===== config.mk =====
export PLATFORM = sky130hd
export DESIGN_NAME = beamformer_spi_tx
export DESIGN_NICKNAME = d
export VERILOG_FILES = /design/src/rtl/beamformer_pkg.sv /design/src/rtl/spi_clk_div.sv /design/src/rtl/beamformer_spi_tx.sv
export SDC_FILE = /design/constraint.sdc
export NUM_CORES = 1
export LEC_CHECK = 0
export CAP_MARGIN = 15
export CELL_PAD_IN_SITES_DETAIL_PLACEMENT = 0
export CELL_PAD_IN_SITES_GLOBAL_PLACEMENT = 2
export CORE_MARGIN = 2
export CORE_UTILIZATION = 34
export CTS_CLUSTER_SIZE = 30
export DETAILED_ROUTE_END_ITERATION = 8
export PLACE_DENSITY = 0.95
export SETUP_SLACK_MARGIN = 0.3
export SLEW_MARGIN = 20
export SYNTH_ARGS = -nofsm -noshare
export SYNTH_HDL_FRONTEND = slang
export SYNTH_SLANG_ARGS = --single-unit

===== constraint.sdc =====
create_clock -name clk -period 5.19 [get_ports clk]
set_clock_uncertainty 0.05 [all_clocks]
set_input_delay 1.557 -clock clk [delete_from_list [all_inputs] [get_ports clk]]
set_output_delay 1.557 -clock clk [all_outputs]
set_load 0.005 [all_outputs]

===== src/rtl/beamformer_pkg.sv =====
// Shared types for the beamformer SPI transmit path.
package beamformer_pkg;

    typedef enum logic [2:0] {
        IDLE,
        FETCH,
        LOAD,
        SETUP,
        SHIFT,
        GAP
    } spi_tx_state_e;

    localparam int SPI_MODE = 0;

endpackage


===== src/rtl/spi_clk_div.sv =====
// SCLK half-period divider: tick pulses every CLK_DIV cycles while run is high.
// The first interval after load is one cycle longer, giving MOSI extra setup before the first SCLK rise.
module spi_clk_div #(
    parameter int CLK_DIV = 4
) (
    input  logic clk,
    input  logic rst,
    input  logic load,
    input  logic run,
    output logic tick
);

    localparam logic [7:0] FIRST_CNT  = 8'(CLK_DIV);
    localparam logic [7:0] RELOAD_CNT = 8'(CLK_DIV - 1);

    logic [7:0] cnt_q;
    logic [7:0] cnt_d;

    assign tick = run && (cnt_q == 8'd0);

    always_comb begin
        cnt_d = cnt_q;
        if (load) begin
            cnt_d = FIRST_CNT;
        end else if (tick) begin
            cnt_d = RELOAD_CNT;
        end else if (run) begin
            cnt_d = cnt_q - 8'd1;
        end
    end

    always_ff @(posedge clk) begin
        if (rst) begin
            cnt_q <= 8'd0;
        end else begin
            cnt_q <= cnt_d;
        end
    end

endmodule


===== src/rtl/beamformer_spi_tx.sv =====
// Pops {addr,data} words from one beamformer FIFO and sends each as a mode-0, MSB-first SPI frame.
// Frame holds cs_n low 1+CLK_DIV*(1+2*FRAME_BITS) cycles; FIFO is read only when not empty and enabled.
module beamformer_spi_tx
    import beamformer_pkg::*;
#(
    parameter int ADDR_WIDTH = 32,
    parameter int DATA_WIDTH = 32,
    parameter int CLK_DIV    = 4,
    parameter int CS_GAP     = 2
) (
    input  logic                  clk,
    input  logic                  rst,
    input  logic                  enable,
    input  logic                  fifo_empty,
    output logic                  fifo_ren,
    input  logic [ADDR_WIDTH-1:0] fifo_raddr,
    input  logic [DATA_WIDTH-1:0] fifo_rdata,
    output logic                  spi_cs_n,
    output logic                  spi_sclk,
    output logic                  spi_mosi,
    output logic                  busy,
    output logic                  frame_done,
    output logic [15:0]           frame_count
);

    localparam int FRAME_BITS = ADDR_WIDTH + DATA_WIDTH;
    localparam int BCW        = $clog2(FRAME_BITS + 1);

    localparam logic [BCW-1:0] BIT_END  = BCW'(FRAME_BITS);
    localparam logic [7:0]     GAP_LAST = 8'(CS_GAP - 1);

    spi_tx_state_e         state_q;
    logic [FRAME_BITS-1:0] shreg_q;
    logic [BCW-1:0]        bit_cnt_q;
    logic [7:0]            gap_cnt_q;
    logic                  fifo_ren_q;
    logic                  cs_n_q;
    logic                  sclk_q;
    logic                  mosi_q;
    logic                  busy_q;
    logic                  frame_done_q;
    logic [15:0]           frame_count_q;

    logic div_load;
    logic div_run;
    logic div_tick;

    assign div_load = (state_q == LOAD);
    assign div_run  = (state_q == SETUP) || (state_q == SHIFT);

    spi_clk_div #(
        .CLK_DIV (CLK_DIV)
    ) u_clk_div (
        .clk  (clk),
        .rst  (rst),
        .load (div_load),
        .run  (div_run),
        .tick (div_tick)
    );

    always_ff @(posedge clk) begin
        if (rst) begin
            state_q       <= IDLE;
            shreg_q       <= '0;
            bit_cnt_q     <= '0;
            gap_cnt_q     <= 8'd0;
            fifo_ren_q    <= 1'b0;
            cs_n_q        <= 1'b1;
            sclk_q        <= 1'b0;
            mosi_q        <= 1'b0;
            busy_q        <= 1'b0;
            frame_done_q  <= 1'b0;
            frame_count_q <= 16'd0;
        end else begin
            fifo_ren_q   <= 1'b0;
            frame_done_q <= 1'b0;
            case (state_q)
                IDLE: begin
                    if (enable && !fifo_empty) begin
                        state_q    <= FETCH;
                        fifo_ren_q <= 1'b1;
                        busy_q     <= 1'b1;
                    end
                end
                FETCH: begin
                    state_q <= LOAD;
                end
                LOAD: begin
                    shreg_q   <= {fifo_raddr, fifo_rdata};
                    mosi_q    <= fifo_raddr[ADDR_WIDTH-1];
                    cs_n_q    <= 1'b0;
                    bit_cnt_q <= '0;
                    state_q   <= SETUP;
                end
                SETUP: begin
                    if (div_tick) begin
                        sclk_q  <= 1'b1;
                        state_q <= SHIFT;
                    end
                end
                SHIFT: begin
                    if (div_tick) begin
                        if (sclk_q) begin
                            // Falling edge: present the next bit; zeros fill in after the LSB.
                            sclk_q    <= 1'b0;
                            bit_cnt_q <= bit_cnt_q + BCW'(1);
                            shreg_q   <= shreg_q << 1;
                            mosi_q    <= shreg_q[FRAME_BITS-2];
                        end else if (bit_cnt_q == BIT_END) begin
                            cs_n_q        <= 1'b1;
                            mosi_q        <= 1'b0;
                            frame_done_q  <= 1'b1;
                            frame_count_q <= frame_count_q + 16'd1;
                            gap_cnt_q     <= GAP_LAST;
                            state_q       <= GAP;
                        end else begin
                            sclk_q <= 1'b1;
                        end
                    end
                end
                GAP: begin
                    if (gap_cnt_q == 8'd0) begin
                        if (enable && !fifo_empty) begin
                            state_q    <= FETCH;
                            fifo_ren_q <= 1'b1;
                        end else begin
                            state_q <= IDLE;
                            busy_q  <= 1'b0;
                        end
                    end else begin
                        gap_cnt_q <= gap_cnt_q - 8'd1;
                    end
                end
                default: begin
                    state_q <= IDLE;
                end
            endcase
        end
    end

    assign fifo_ren    = fifo_ren_q;
    assign spi_cs_n    = cs_n_q;
    assign spi_sclk    = sclk_q;
    assign spi_mosi    = mosi_q;
    assign busy        = busy_q;
    assign frame_done  = frame_done_q;
    assign frame_count = frame_count_q;

endmodule


==> key figures, run 1 <==
Run status
  • Status: completed

Routing
  • First-pass DRT Iterations: 5
  • DRC Markers: 0
  • M1 WL: 6475 um
  • Routed WL per cell: between 10 and 15 um
  • Initial DRC count: 344
  • WL met3: about 830 um
  • WL met2: roughly 6100 um
  • Post-DRT Antenna Nets: 0
  • Via-per-instance ratio: 5.510
  • Via count: 5,130
  • Total routed wirelength: 13,560 um
  • Max layer used: met4

Clock network
  • H-Tree Depth: 3
  • Clock sink count: ~110
  • Clk_lat worst skew: 0.36 ns
  • Cts hold-fix bufs: 0
  • CTS tree: done
  • Setup Fix Bufs, Post-CTS: 0
  • Root Driver: clkbuf_16
  • Max Buffers Root-to-Sink: 2
  • PostCTS Resize Cnt: 0
  • CTS clk-pin slew, worst paths: around 0.080 ns
  • CTS Buf Count: 9

Critical path
  • Crit path launch type: flop
  • CP endpoint kind: flop
  • Crit Path Max Fanout: 75
  • Critical Path Max Stage Delay: 0.67 ns
  • Worst-path cell chain: nor3b_2, buf_4, a31o_2, buf_4, a21oi_1, a311oi_1
  • Critical path required time: 5.40 ns
  • CP top delay family: buffers and inverters
  • CP Class: reg2reg
  • WP buf/inv: 2
  • Most frequent CP cell: buf_4
  • Critical path arrival: roughly 3.5 ns
  • CP max stage cell: buf_4

Placed design
  • Port bufs: 89
  • Worst Setup Slack post-DPL: 1.952 ns
  • Post-DP HPWL: 8461 um
  • GP Congestion: 0.7725

Floorplan
  • Rows: 46
  • Die ar.: 16,950 um^2
  • Core area: 15,710 um^2
  • Die height: 130.2 um
  • # IOs: 90
  • Die width: 130.2 um
  • Initial core utilization: 0.3446

Yosys
  • Ys Warns: 0
  • Synth Instances: between 600 and 700
  • Number of enable flip-flop cells after synthesis: 0
  • Largest family of logic cells by synthesized area: compound AO/OA/AOI/OAI gates
  • Yosys reg bits: 111
  • Compound-Gate Fraction of Synth Area: 0.2510
  • Synthesized cell area: 5414 um^2
  • Syn Nets: 738
  • Post-synthesis area per instance: around 8.2 um^2
  • Synth Area in XOR/XNOR: 0.01618
  • Adder-Cell Fraction of Synth Area: 0.01618
  • Seq/Total Area, Yosys: 0.4104
  • Simple-gate area share of the yosys netlist: 0.2318
  • Synth unique cells: 56
  • Async SR Flop Fraction: 0
  • Top_reg_cell synth: dfxtp_1
  • Mux cell area share after synthesis: 0.01803

Finish
  • Layout Utilization: 0.4268
  • Sequential standard cell area: 2222 um^2
  • Syn-to-layout area delta: 23.87%
  • Final net count: slightly below 800
  • Layout cell share with drive strength beyond 1: 0.07413
  • Multi-input gate area: 2905 um^2
  • FILL cells: ~1,600
  • Antenna cells: 0

GRT
  • First-pass GRT wire length: 22,300 um
  • Total GRT Usage: 0.1596
  • Pin count of the biggest net entering global routing: 76
  • Initial antenna violation count: 0
  • Vias in the first global route: 4,672
  • Final global-route overflow total: 0

STA
  • Post-route setup TNS: 0 ns
  • Final Hold Fails: 0
  • RSZ-0062 raised after global routing: no
  • Endpoints failing setup: 0
  • Setup ws final: 1.868 ns
  • Final Max Slew Viols: 0
  • Final Cycle Share: 0.6401
  • Tmin final: roughly 3.3 ns
  • Max Clock Freq: 301.0 MHz
  • Worst-Margin Slew: 0.7725 ns
  • Rel. slew slack: 0.4850

Power
  • Sequential share of power: 0.375
  • Comb power frac: 0.408
  • Worst vdd ir: between 0.2 and 0.3 mV
  • Clk pwr share: 0.217
  • Cell Pwr Density: 504.2 nW/um^2
  • Psw: 1364 uW
  • Pleak: about 0.0023 uW
  • Internal power: just over 2000 uW
  • Switch share: 0.4033

Min path
  • Worst Hold Class: reg2reg

Flow run
  • Max Cap Viol: 0
cells in the mapped netlist, drive strengths merged (7+ instances only):
cell,number,share of area
o21ai,13,0.012
nand4,9,0.012
or3,7,0.0081
a21oi,78,0.072
nor2,32,0.022
nor3,8,0.0074
nor4,9,0.013
dfxtp,111,0.41
nor2b,7,0.0081
inv,10,0.0069
ha,7,0.016
nand2,138,0.096
nand3,13,0.012
xor2,10,0.016
clkbuf,34,0.024
buf,27,0.025
a311oi,62,0.10
layout make-up:
type	instances	area share
clock buffers	10	0.03563
well taps	216	0.04030
repair buffers	97	0.1414
inverters	11	0.006157
multi-input cells	480	0.4332
flip-flops and latches	111	0.3313
clock inverters	6	0.01194
sequential cells by signal (all words and copies together) (netlist names):
signal and flops:
bit_cnt_q 7, busy 1, fifo_ren 1, frame_count 16, frame_done 1, gap_cnt_q 8, shreg_q 63, spi_cs_n 1
spi_mosi 1, spi_sclk 1, state_q 3, u_clk_div.cnt_q 8
metrics by stage:
step | cell area, um^2 | hold slack [ns] | std cells | power [uW]
2_1_floorplan | 5414 | 0.3885 | 663 | 2341
3_3_place_gp | 6381 | 0.3945 | 915 | 2612
3_5_place_dp | 6381 | 0.4025 | 915 | 2659
4_1_cts | 6700 | 0.4180 | 931 | 3395
5_1_grt | 6706 | 0.4457 | 931 | 3623
6_report | 6706 | 0.4132 | 931 | 3381
worst reg2reg max path, stage by stage, from the launching register on:
cell and delay [ns]:
dfxtp_1 0.64, nor3b_2 0.32, buf_4 0.67, a31o_2 0.66, buf_4 0.46, a21oi_1 0.14, a311oi_1 0.28
placed cells by master (no fill, tap or decap), drive strengths merged, types with 7 or more instances in the layout:
cell type,netlist,layout
nor2b,7,7
xor2,10,10
clkbuf,34,10
buf,27,9
o21ai,13,13
nand3,13,13
nor3,8,8
a21oi,78,78
nor2,32,32
nand4,9,9
dfxtp,111,111
nand2,138,138
ha,7,7
clkdlybuf4s50,0,88
a311oi,62,62
or3,7,7
nor4,9,9
inv,10,11
logic make-up (layout without fill, tap and decap cells):
| kind of cell | count (synthesis) | in the layout |
|---|---|---|
| AO/OA/AOI/OAI | 196 | 196 |
| XOR/XNOR | 10 | 10 |
| adder cells (fa/ha/maj) | 7 | 7 |
| buffers and inverters | 72 | 124 |
| flip-flops | 111 | 111 |
| multiplexers | 9 | 9 |
| AND/OR/NAND/NOR | 258 | 258 |
layer usage:
layer,up-vias,GRT usage
met5,-,0
met4,0,0.04048
met3,13,0.04100
met2,145,0.2461
met1,2440,0.2230
li1,2532,-
power by group through the flow:
stage	registers (uW)	logic [uW]	clock network (uW)
finish	1270	1380	734
global route	1300	1540	786
CTS	1260	1380	753
detailed placement	1280	1380	0
global placement	1270	1340	0
floorplan	1220	1120	0
path summary, 6_finish.rpt:
check                                 from     endpoint  slack [ns]  cells after the start
worst min register to register    spi_cs_n     spi_cs_n        0.41                      1
worst max-delay path            state_q[2]  shreg_q[17]        1.87                      6
worst min-delay path              spi_cs_n     spi_cs_n        0.41                      1
worst max register to register  state_q[2]  shreg_q[17]        1.87                      6
(Power assumes the default switching activity.)
==> run 2: changes to the inputs <==
- CORE_UTILIZATION: 34 -> 31
- PLACE_DENSITY: 0.95 -> 0.9
- clock period: 5.19 -> 3.3 ns (I/O delays scaled with it)
==> run 2 against run 1 <==
  * Cell count rose by 1.4%
  * Die area rose by 9.4%
  * Critical endpoint is now frame_count[3]
  * Worst setup slack got worse by 1.2 ns
  * Via count rose by 0.18%
  * Count of clock-buffer cells in the layout rose by 1
==> key figures, run 2 (same netlist as run 1, synthesis figures left out) <==
Run status
  • Status: completed

STA
  • WHS: 0.4298 ns (+0.01652 ns)
  • RSZ-0062 raised after global routing: no
  • Max Clock Freq: 383.3 MHz (+27%)
  • Rel. slew slack: 0.5207 (+0.03574)
  • Worst-Margin Slew: 0.7166 ns (-0.05589 ns)
  • Post-route setup TNS: 0 ns (unchanged)
  • Final Hold Fails: 0 (unchanged)
  • Tmin final: 2.609 ns (-0.7133 ns)
  • Final Max Slew Viols: 0 (unchanged)
  • Endpoints failing setup: 0 (unchanged)
  • Final Cycle Share: 0.7905 (+0.1504)

Finish
  • Layout cell share with drive strength beyond 1: 0.07650 (+0.002369)
  • Most frequent cells in the layout: nand2_1 (138), dfxtp_1 (111), clkdlybuf4s50_1 (88)
  • Syn-to-layout area delta: 24.71%
  • Antenna cells: 0 (unchanged)
  • Most common cell after layout, fill and taps aside: nand2_1
  • FILL cells: 1,792 (+16%)
  • Largest register FFs: 63 (unchanged)
  • Top register by number of flip-flops: shreg_q
  • Final net count: 789 (+0.51%)

GRT
  • Pin count of the biggest net entering global routing: 67 (-12%)
  • First-pass GRT wire length: 23,380 um (+4.8%)
  • Initial antenna violation count: 0 (unchanged)
  • Total GRT Usage: 0.1546 (-0.005051)
  • Final global-route overflow total: 0 (unchanged)
  • Vias in the first global route: 4,847 (+3.7%)

Critical path
  • CP Class: reg2reg
  • Critical path arrival: 2.85 ns (-0.68 ns)
  • CP top delay family: simple AND/OR/NAND/NOR gates
  • Worst-path cell chain: nor4b_2, nand3_1, buf_4, or4_1, a21oi_1
  • Critical Path Max Stage Delay: 0.64 ns (-0.03 ns)
  • Critical path required time: 3.54 ns (-1.86 ns)
  • CP endpoint kind: flop
  • CP max stage cell: dfxtp_1
  • WP buf/inv: 1 (-1)
  • R2R Setup Slk: 0.69 ns (-1.18 ns)
  • Crit Path Max Fanout: 17 (-77%)
  • Crit path launch type: flop

Floorplan
  • Core area: 17,180 um^2 (+9.3%)
  • # IOs: 90 (unchanged)
  • Die height: 136.2 um (+4.6%)
  • Initial core utilization: 0.3152 (-0.02937)
  • Rows: 48 (+4.3%)
  • Die width: 136.2 um (+4.6%)
  • Die ar.: 18,540 um^2 (+9.4%)

Clock network
  • CTS tree: done
  • PostCTS Resize Cnt: 0 (unchanged)
  • H-Tree Depth: 3 (unchanged)
  • CTS Buf Count: 9 (unchanged)
  • Max Buffers Root-to-Sink: 2 (unchanged)
  • Root Driver: clkbuf_16
  • CTS clk-pin slew, worst paths: 0.08 ns (about the same)
  • Setup Fix Bufs, Post-CTS: 0 (unchanged)
  • Clk_lat worst skew: 0.36 ns (about the same)
  • Clock sink count: 111 (unchanged)
  • Cts hold-fix bufs: 0 (unchanged)

Routing
  • Routed WL per cell: 14.92 um (+2.5%)
  • Post-DRT Antenna Nets: 0 (unchanged)
  • Via count: 5,139 (+0.18%)
  • DRC Markers: 0 (unchanged)
  • Via-per-instance ratio: 5.444 (-1.2%)
  • M1 WL: 6573 um (+1.5%)
  • Total routed wirelength: 14,090 um (+3.9%)
  • WL met3: 782 um (-5.4%)
  • Initial DRC count: 268 (-22%)
  • First-pass DRT Iterations: 5 (unchanged)
  • WL met2: 6534 um (+6.4%)
  • Max layer used: met4

Min path
  • Worst Hold Class: reg2reg

Placed design
  • GP Congestion: 0.7664 (-0.79%)
  • Post-DP HPWL: 9036 um (+6.8%)
  • Port bufs: 89 (unchanged)

Power
  • Cell Pwr Density: 796.0 nW/um^2 (+58%)
  • Comb power frac: 0.420 (+0.012)
  • Sequential share of power: 0.371 (-0.004)
  • Switch share: 0.4035 (about the same)
  • Worst vdd ir: 0.5259 mV (+100%)
  • Pleak: 0.002284 uW (+0.31%)
  • Psw: 2169 uW (+59%)
  • Internal power: 3206 uW (+59%)
  • Clk pwr share: 0.209 (-0.008)

Flow run
  • Max Cap Viol: 0 (unchanged)
run 2: final cells by class:
class | count | area [um^2] | share of cell area
clock inverters | 5 | 65.06 | 0.009637
well taps | 225 | 281.5 | 0.04170
repair buffers | 101 | 1003 | 0.1486
flip-flops and latches | 111 | 2222 | 0.3291
inverters | 11 | 41.29 | 0.006116
multi-input cells | 480 | 2905 | 0.4303
clock buffers | 11 | 232.7 | 0.03447
run 2: through the flow:
step	setup slack, ns	total power (uW)	utilization	cells	instance area (um^2)
after floorplan	1.262	3682	-	663	5414
after global placement	0.6991	4211	0.3754	928	6447
after detailed placement	0.6186	4280	0.3757	928	6454
after CTS	0.6932	5430	0.3931	944	6751
after global routing	0.5011	5785	0.3931	944	6751
final	0.6914	5374	0.3931	944	6751
run 2: path summary, 6_finish.rpt:
kind / from / to / cells past startpoint
hold / removal: shreg_q[60] / shreg_q[61] / 2
setup / recovery: state_q[2] / frame_count[3] / 5
setup reg to reg: state_q[2] / frame_count[3] / 5
hold reg to reg: shreg_q[60] / shreg_q[61] / 2
run 2: tightest hold or removal path, cell delays in order, from the launching register on:
cell and delay, ns:
dfxtp_1 0.32, nand2_1 0.05, a311oi_1 0.07
run 2: routing by layer:
metal / vias up / track usage
met2: 149 / 0.2507
met5: - / 0
met3: 12 / 0.03244
li1: 2536 / -
met4: 0 / 0.04688
met1: 2442 / 0.2061
run 2: power by group through the flow:
stage                     combinational (uW)  sequential (uW)  clock [uW]
after floorplan                         1770             1910           0
after global placement                  2210             2010           0
after detailed placement                2260             2020           0
after CTS                               2270             1990        1160
after global routing                    2530             2050        1210
final                                   2260             1990        1120
